==> src/rtl/vpu_tile_addr_gen.sv <==
// Three-channel tile address generator for the VPU matmul datapath (A, W, C operands).
// Each channel turns a start index pair into an edge-truncated burst of up to TILE addresses.

module vpu_tile_addr_gen_chan #(
    parameter int                    ADDR_WIDTH = 16,
    parameter int                    DIM_WIDTH  = 8,
    parameter int                    TILE       = 4,
    parameter logic [ADDR_WIDTH-1:0] BASE       = '0
) (
    input  logic                  clk,
    input  logic                  reset,
    input  logic                  start,
    input  logic [DIM_WIDTH-1:0]  row,
    input  logic [DIM_WIDTH-1:0]  col,
    input  logic [DIM_WIDTH-1:0]  stride,
    input  logic [DIM_WIDTH-1:0]  limit,
    input  logic                  walk_col,
    input  logic                  ready,
    output logic                  valid,
    output logic                  busy,
    output logic                  done,
    output logic [ADDR_WIDTH-1:0] addr,
    output logic [1:0]            state_dbg
);
    localparam int CW = $clog2(TILE + 1);

    typedef enum logic [1:0] {
        IDLE  = 2'd0,
        BURST = 2'd1,
        FIN   = 2'd2
    } state_t;

    state_t                  state;
    state_t                  state_next;
    logic [CW-1:0]           remain;
    logic [CW-1:0]           len;
    logic [ADDR_WIDTH-1:0]   step;
    logic [ADDR_WIDTH-1:0]   first_addr;
    logic [DIM_WIDTH-1:0]    walk_start;
    logic [31:0]             span;
    logic                    accept;
    logic                    last;

    // Burst length: distance to the matrix edge along the walk, capped at TILE.
    always_comb begin
        walk_start = walk_col ? col : row;
        span       = 32'(limit) - 32'(walk_start);
        len        = '0;
        if (walk_start < limit) begin
            len = (span >= 32'(TILE)) ? CW'(TILE) : CW'(span);
        end
    end

    always_comb begin
        first_addr = BASE + ADDR_WIDTH'(row) * ADDR_WIDTH'(stride) + ADDR_WIDTH'(col);
    end

    assign accept = (state == BURST) && ready;
    assign last   = (remain == CW'(1));

    // State register.
    always_ff @(posedge clk or negedge reset) begin
        if (!reset) begin
            state <= IDLE;
        end else begin
            state <= state_next;
        end
    end

    // Next-state logic; start outside IDLE (including FIN) is dropped.
    always_comb begin
        state_next = state;
        case (state)
            IDLE: begin
                if (start) begin
                    state_next = (len == '0) ? FIN : BURST;
                end
            end
            BURST: begin
                if (accept && last) begin
                    state_next = FIN;
                end
            end
            FIN:     state_next = IDLE;
            default: state_next = IDLE;
        endcase
    end

    // Outputs decoded from the registered state.
    always_comb begin
        valid     = (state == BURST);
        busy      = (state != IDLE);
        done      = (state == FIN);
        state_dbg = state;
    end

    // The row/col step is latched so address updates are a single add per beat.
    always_ff @(posedge clk or negedge reset) begin
        if (!reset) begin
            addr   <= '0;
            step   <= '0;
            remain <= '0;
        end else if (state == IDLE) begin
            if (start && (len != '0)) begin
                addr   <= first_addr;
                step   <= walk_col ? ADDR_WIDTH'(1) : ADDR_WIDTH'(stride);
                remain <= len;
            end
        end else if (accept) begin
            remain <= remain - CW'(1);
            if (!last) begin
                addr <= addr + step;
            end
        end
    end
endmodule

module vpu_tile_addr_gen #(
    parameter int                    ADDR_WIDTH = 16,
    parameter int                    DIM_WIDTH  = 8,
    parameter int                    TILE       = 4,
    parameter logic [ADDR_WIDTH-1:0] A_BASE     = 16'h0000,
    parameter logic [ADDR_WIDTH-1:0] W_BASE     = 16'h0100,
    parameter logic [ADDR_WIDTH-1:0] C_BASE     = 16'h0200
) (
    input  logic                  clk,
    input  logic                  reset,
    input  logic [DIM_WIDTH-1:0]  cfg_m,
    input  logic [DIM_WIDTH-1:0]  cfg_k,
    input  logic [DIM_WIDTH-1:0]  cfg_n,
    input  logic                  a_start,
    input  logic [DIM_WIDTH-1:0]  a_row,
    input  logic [DIM_WIDTH-1:0]  a_col,
    output logic                  a_valid,
    input  logic                  a_ready,
    output logic [ADDR_WIDTH-1:0] a_addr,
    output logic                  a_busy,
    output logic                  a_done,
    input  logic                  w_start,
    input  logic [DIM_WIDTH-1:0]  w_row,
    input  logic [DIM_WIDTH-1:0]  w_col,
    output logic                  w_valid,
    input  logic                  w_ready,
    output logic [ADDR_WIDTH-1:0] w_addr,
    output logic                  w_busy,
    output logic                  w_done,
    input  logic                  c_start,
    input  logic                  c_mode,
    input  logic [DIM_WIDTH-1:0]  c_row,
    input  logic [DIM_WIDTH-1:0]  c_col,
    output logic                  c_valid,
    input  logic                  c_ready,
    output logic [ADDR_WIDTH-1:0] c_addr,
    output logic                  c_busy,
    output logic                  c_done,
    output logic [1:0]            a_state,
    output logic [1:0]            w_state,
    output logic [1:0]            c_state
);
    // Handshake on every channel: a beat transfers on a rising edge where valid && ready;
    // valid only rises from a start and addr holds steady while valid && !ready.

    logic [DIM_WIDTH-1:0] c_limit;

    assign c_limit = c_mode ? cfg_n : cfg_m;

    // A walks along its row (k increments), bounded by cfg_k.
    vpu_tile_addr_gen_chan #(
        .ADDR_WIDTH(ADDR_WIDTH), .DIM_WIDTH(DIM_WIDTH), .TILE(TILE), .BASE(A_BASE)
    ) u_a (
        .clk(clk), .reset(reset), .start(a_start),
        .row(a_row), .col(a_col), .stride(cfg_k), .limit(cfg_k), .walk_col(1'b1),
        .ready(a_ready), .valid(a_valid), .busy(a_busy), .done(a_done),
        .addr(a_addr), .state_dbg(a_state)
    );

    // W walks down a column (k increments), bounded by cfg_k.
    vpu_tile_addr_gen_chan #(
        .ADDR_WIDTH(ADDR_WIDTH), .DIM_WIDTH(DIM_WIDTH), .TILE(TILE), .BASE(W_BASE)
    ) u_w (
        .clk(clk), .reset(reset), .start(w_start),
        .row(w_row), .col(w_col), .stride(cfg_n), .limit(cfg_k), .walk_col(1'b0),
        .ready(w_ready), .valid(w_valid), .busy(w_busy), .done(w_done),
        .addr(w_addr), .state_dbg(w_state)
    );

    vpu_tile_addr_gen_chan #(
        .ADDR_WIDTH(ADDR_WIDTH), .DIM_WIDTH(DIM_WIDTH), .TILE(TILE), .BASE(C_BASE)
    ) u_c (
        .clk(clk), .reset(reset), .start(c_start),
        .row(c_row), .col(c_col), .stride(cfg_n), .limit(c_limit), .walk_col(c_mode),
        .ready(c_ready), .valid(c_valid), .busy(c_busy), .done(c_done),
        .addr(c_addr), .state_dbg(c_state)
    );
endmodule
==> config.mk <==
export PLATFORM = sky130hd
export DESIGN_NAME = vpu_tile_addr_gen
export DESIGN_NICKNAME = d
export VERILOG_FILES = /design/src/rtl/vpu_tile_addr_gen.sv
export SDC_FILE = /design/constraint.sdc
export NUM_CORES = 1
export LEC_CHECK = 0
export CORE_MARGIN = 2
export CORE_UTILIZATION = 65
export CTS_CLUSTER_SIZE = 12
export DETAILED_ROUTE_END_ITERATION = 8
export HOLD_SLACK_MARGIN = 0.06
export PLACE_DENSITY_LB_ADDON = 0.12
export SYNTH_ARGS = -nofsm -noshare
export SYNTH_HDL_FRONTEND = slang
export SYNTH_HIERARCHICAL = 1
export SYNTH_SLANG_ARGS = --single-unit
==> constraint.sdc <==
create_clock -name clk -period 3.5 [get_ports clk]
set_input_delay 0.525 -clock clk [delete_from_list [all_inputs] [get_ports clk]]
set_output_delay 0.525 -clock clk [all_outputs]
set_load 0.05 [all_outputs]
==> results by group, run 1 <==
Status
  – Status: stopped before the end
  – Failed at: global routing (5_1_grt)
  – Run Error: [ERROR GRT-0232] Routing congestion too high. Check the congestion heatmap in the GUI.

CTS
  – CTS Buf Count: 9
  – CTS root buffer: clkbuf_16
  – Clock sinks: 87
  – CTS Hold Buffers Added: 0
  – H-tree Lvls: 3
  – Clk buf depth: 2

Placed design
  – Port Buffers: 143
  – GP Congestion: approximately 0.96
  – Detailed placer's ending HPWL: about 34000 µm

Die
  – Die Y: 152 µm
  – Io pins: 144
  – Chip width: 152 µm
  – Cell Rows: between 50 and 60
  – Initial core utilization: between 60% and 70%

GRT
  – Largest net degree at the start of global routing: 65
  – Total track usage: about 70%
  – Gr ovfl total: 5

STA
  – WEP type: register input
  – Worst_ep grt: u_c/addr[13]$_DFFE_PN0P_/D

Synth
  – Sequential cell area fraction in the yosys report: ~15%
  – EDFF count, synth: 0
  – Main flop type after synthesis: dfrtp_1
  – Syn avg cell area: about 8.6 µm²
  – Cell variety after synth: 95
  – Synthesis Warnings: 6
  – Flops & latches, synth: between 80 and 90
  – Post-Syn Area: 14300 µm²
  – Fraction of registers with async set/reset: 100%
  – Synthesized instance count: between 1500 and 2000
[synth_stat cells, types with 14 or more instances]
master    count  area [µm²]
a21oi_1      87         435
xnor2_1      31         272
clkbuf_1     20        75.1
mux2_4       16         240
o21ai_0      78         390
nand2b_1     28         175
xor2_1       19         166
nand2_1     166         623
nand3_1      31         155
a31oi_1      17         106
nor2b_1      18         113
nor2_1       62         233
nand4_1      14        87.6
ha_1        168        2100
fa_1        138        2760
nor3_1       29         145
inv_1       262         983
dfrtp_1      87        2180
and2_1      122         763
mux2i_1      29         290
[cell families after synthesis]
group | count (synthesis) | synth area share (%)
other | 2 | 0.0525
buffers and inverters | 297 | 8.23
muxes | 56 | 4.58
and+or+nand+nor | 536 | 19.4
xor gates and xnor gates | 50 | 3.06
DFF | 87 | 15.2
adders and majority gates | 306 | 34.0
AOI/OAI and AO/OA | 328 | 15.4
[through the flow]
stage / instance area (µm²) / instances / TNS [ps] / util, % / worst slack (ps)
detailed placement: 18300 / 2303 / -65480 / 84.3 / -1640
floorplan: 14900 / 1674 / -13870 / - / -713
global placement: 18300 / 2303 / -60550 / 84.3 / -1520
CTS: 19600 / 2363 / -17240 / 90.5 / -759
[layer usage]
metal / track usage (%) / GRT overflow
met5: 8.70 / 0
met4: 78.9 / 4
met3: 47.7 / 0
met2: 93.4 / 1
met1: 70.0 / 0
[what timing repair did]
| item | 4_1_cts |
|---|---|
| endpoints found under the hold margin | 0 |
| resized for setup | 429 |
| pin swaps | 166 |
| endpoints found under the setup margin | 53 |
| buffers inserted | 41 |
| gates cloned | 5 |
==> run 2: changes to the inputs <==
--- a/config.mk
+++ b/config.mk
@@ -6,11 +6,9 @@
 export NUM_CORES = 1
 export LEC_CHECK = 0
 export CORE_MARGIN = 2
-export CORE_UTILIZATION = 65
-export CTS_CLUSTER_SIZE = 12
+export CORE_UTILIZATION = 40
 export DETAILED_ROUTE_END_ITERATION = 8
-export HOLD_SLACK_MARGIN = 0.06
-export PLACE_DENSITY_LB_ADDON = 0.12
+export PLACE_DENSITY_LB_ADDON = 0.15
 export SYNTH_ARGS = -nofsm -noshare
 export SYNTH_HDL_FRONTEND = slang
 export SYNTH_HIERARCHICAL = 1
==> results by group, run 2 <==
Status
  – Status: finished with violations
  – Failing checks: setup timing

STA
  – Pins Over Slew Limit: 0
  – Fin crit share: 121%
  – Worst setup margin: -719 ps
  – RSZ-0062 raised after global routing: yes
  – Final hold viol count: 0
  – Worst-Margin Slew: 750 ps
  – Maximum clock frequency: 237 MHz
  – Tmin final: between 4000 and 5000 ps
  – Slew margin rel.: about half
  – Setup Viol. Count Final: 33
  – Post-Route Setup TNS: -15340 ps
  – Clock Skews: between 10 and 15 ps

Placed design
  – Pre-CTS setup slack: -1540 ps
  – GP Congestion: about 0.91
  – Dpl cells: around 2500
  – Port Buffers: around 140
  – Detailed placer's ending HPWL: ~34000 µm

Synth
  – Cell variety after synth: 95
  – Synth top area cells: fa_1 19%, dfrtp_1 15%, ha_1 15%, inv_1 6.9%, and2_1 5.3%
  – Simple-Gate Fraction of Synth Area: 19.4%
  – Post-synth top area share: 19.3%
  – Flops & latches, synth: slightly below 90
  – Synth Area in Compound Gates: around 15%
  – Top-count cell post-synth: inv_1
  – Post-synthesis adder-cell area fraction: approximately 34%
  – Main flop type after synthesis: dfrtp_1
  – Syn avg cell area: ~8.6 µm²
  – Commonest cells post-synth: 262 x inv_1, 168 x ha_1, 166 x nand2_1, 138 x fa_1, 122 x and2_1
  – Main combinational cell family by area after synthesis: adder cells
  – Synth area leader: fa_1
  – Post-Syn Area: roughly 14000 µm²
  – EDFF count, synth: 0
  – Synthesis Warnings: 6
  – Post-Synth XOR/XNOR Area: 3.06%
  – Synthesized instance count: between 1500 and 2000
  – Fraction of registers with async set/reset: 100%
  – Sequential cell area fraction in the yosys report: about 15%
  – Mux cell area share after synthesis: 4.58%

Critical path
  – Startpoint Class: input pin
  – Critical Path Fanout Max: 5
  – Req. time, crit path: 3760 ps
  – Slowest stage delay, CP: between 500 and 600 ps
  – CP arrival: around 4500 ps
  – Endpoint class of the critical path: register
  – Slowest CP cell: fa_2
  – Setup CP Type: in -> reg
  – CP Cell Sequence: buf_8 > buf_8 > buf_12 > nand2_4 > fa_1 > fa_1 > inv_2 > fa_1 > inv_1 > fa_2 > inv_2 > ha_4 > o21a_1 > o31ai_4 > a21oi_2 > nand4_1 > nand3_2 > nor2_1 > xnor2_1 > a221o_1
  – Most used cell, CP: fa_1

Power and ir drop
  – P_int: roughly 8.4 mW
  – Power share of the clock group: between 6 and 7%
  – Switch share: 49.0%
  – Gate power share: between 80% and 90%
  – Leak pwr: 10.0 nW
  – Pwr Total: between 15 and 20 mW
  – VDD IR max: between 0.5 and 0.6 mV
  – Switching power: 8.04 mW
  – Reg power frac: 11.7%
  – Pwr Density: roughly 800 nW/µm²

CTS
  – Clk slew on worst S/H paths: approximately 80 ps
  – H-tree Lvls: 3
  – CTS Hold Buffers Added: 0
  – CTS Buf Count: 9
  – CTS tree: done
  – Worst-Skew Late Latency: ~370 ps
  – CTS root buffer: clkbuf_16
  – Clk buf depth: 2
  – Clock sinks: a little under 90

Final layout
  – Net count, final: 2503
  – Share of the core filled with cells: about three fifths
  – Most common cell after layout, fill and taps aside: buf_4
  – Most frequent cells in the layout: 255 x buf_4, 211 x inv_1, 133 x ha_1
  – Fill count: around 3200
  – Largest registers: u_a/addr x16, u_c/addr x16, u_w/addr x16
  – Synth-to-Final Area Change: 44.3%
  – Antenna diode count: 0
  – Share of post-route cells with drive strength above 1: 34.6%
  – Post-route non-filler standard cell count: approximately 2600

GRT
  – Initial antenna violation count: 0
  – Gr ovfl total: 0
  – Vias in the first global route: between 10000 and 15000
  – Largest net degree at the start of global routing: 50
  – First-pass GRT wire length: 69400 µm
  – Total track usage: between 20% and 30%

Job
  – Max-cap violation count: 0

Detailed routing
  – Residual DRC count: 0
  – Iteration-0 DRC Markers: approximately 600
  – Vias per inst: between 5 and 6
  – Via Count: ~13000
  – Pre-antenna DRT Iters: 5
  – Antenna-violating nets left: 0
  – Drt total wl: around 43000 µm
  – WL/cell: roughly 17 µm

Die
  – Chip width: between 150 and 200 µm
  – Cell Rows: between 60 and 70
  – Io pins: 144
  – Die Y: between 150 and 200 µm
  – Die ar.: about 37000 µm²
  – Initial core utilization: about two fifths
  – Core ar.: 35400 µm²

Min path
  – Worst min-delay path category: in -> async
==> run 2: cell counts after synthesis <==
No cell type changed its count.
==> run 2: timing repair <==
item                       in CTS  in global routing
gates cloned                    3                  1
setup endpoints to repair      67                 57
gates resized for setup       380                181
buffers inserted               49                 15
pin swaps                     171                156
==> run 2: routing by layer <==
layer,global-route usage (%),up-vias,share of wire [%]
met4,6.12,0,1.9
met5,0,-,0
li1,-,6483,-
met1,30.1,6573,44
met3,2.12,39,3.2
met2,42.1,261,51
==> run 2: path summary, 6_finish.rpt <==
check	startpoint	end	slack, ps	cells after the start
min in group clk	u_c/step[0]$_DFFE_PN0P_	u_c/step[0]$_DFFE_PN0P_	500	2
max	cfg_n[5]	u_c/addr[13]$_DFFE_PN0P_	-720	20
max reg2reg	u_c/addr[0]$_DFFE_PN0P_	u_c/addr[14]$_DFFE_PN0P_	820	11
max in group asynchronous	reset	u_a/addr[1]$_DFFE_PN0P_	2580	2
min reg2reg	u_c/step[0]$_DFFE_PN0P_	u_c/step[0]$_DFFE_PN0P_	500	2
min	reset	u_w/remain[1]$_DFFE_PN0P_	240	1
==> run 2: critical path, delay by kind of cell <==
family / cells / cell delay [ps]
xor+xnor: 1 / 120
compound gates: 4 / 800
simple gates: 4 / 330
buf+inv: 6 / 480
fa+ha+maj: 5 / 2220
==> run 2: per-stage QoR <==
stage	area, µm²	hold slack (ps)
6_report	20600	235
5_1_grt	20600	289
4_1_cts	20000	261
3_3_place_gp	18700	483
3_5_place_dp	18700	479
2_1_floorplan	14900	229
==> run 2: power by group through the flow <==
stage / sequential (mW) / clock (mW) / combinational (mW)
3_5_place_dp: 1.94 / 0 / 11.5
2_1_floorplan: 2.83 / 0 / 7.02
3_3_place_gp: 1.93 / 0 / 11.4
5_1_grt: 1.99 / 1.13 / 14.7
4_1_cts: 1.93 / 1.11 / 12.5
6_report: 1.92 / 1.07 / 13.4
==> run 2: layout make-up <==
cell class / count / area, µm² / share of cell area, %
flip-flops and latches: 87 / 2180 / 10.6
repair buffers: 463 / 4210 / 20.4
inverters: 264 / 991 / 4.80
well taps: 461 / 577 / 2.80
multi-input cells: 1291 / 12400 / 59.9
clock inverters: 6 / 77.6 / 0.376
clock buffers: 10 / 239 / 1.16
==> run 2: cell families after synthesis <==
family          after synthesis
fa+ha+maj                   306
xor+xnor                     50
flops                        87
compound gates              328
other cells                   2
simple gates                536
mux                          56
buf+inv                     297
(Power assumes the default switching activity.)
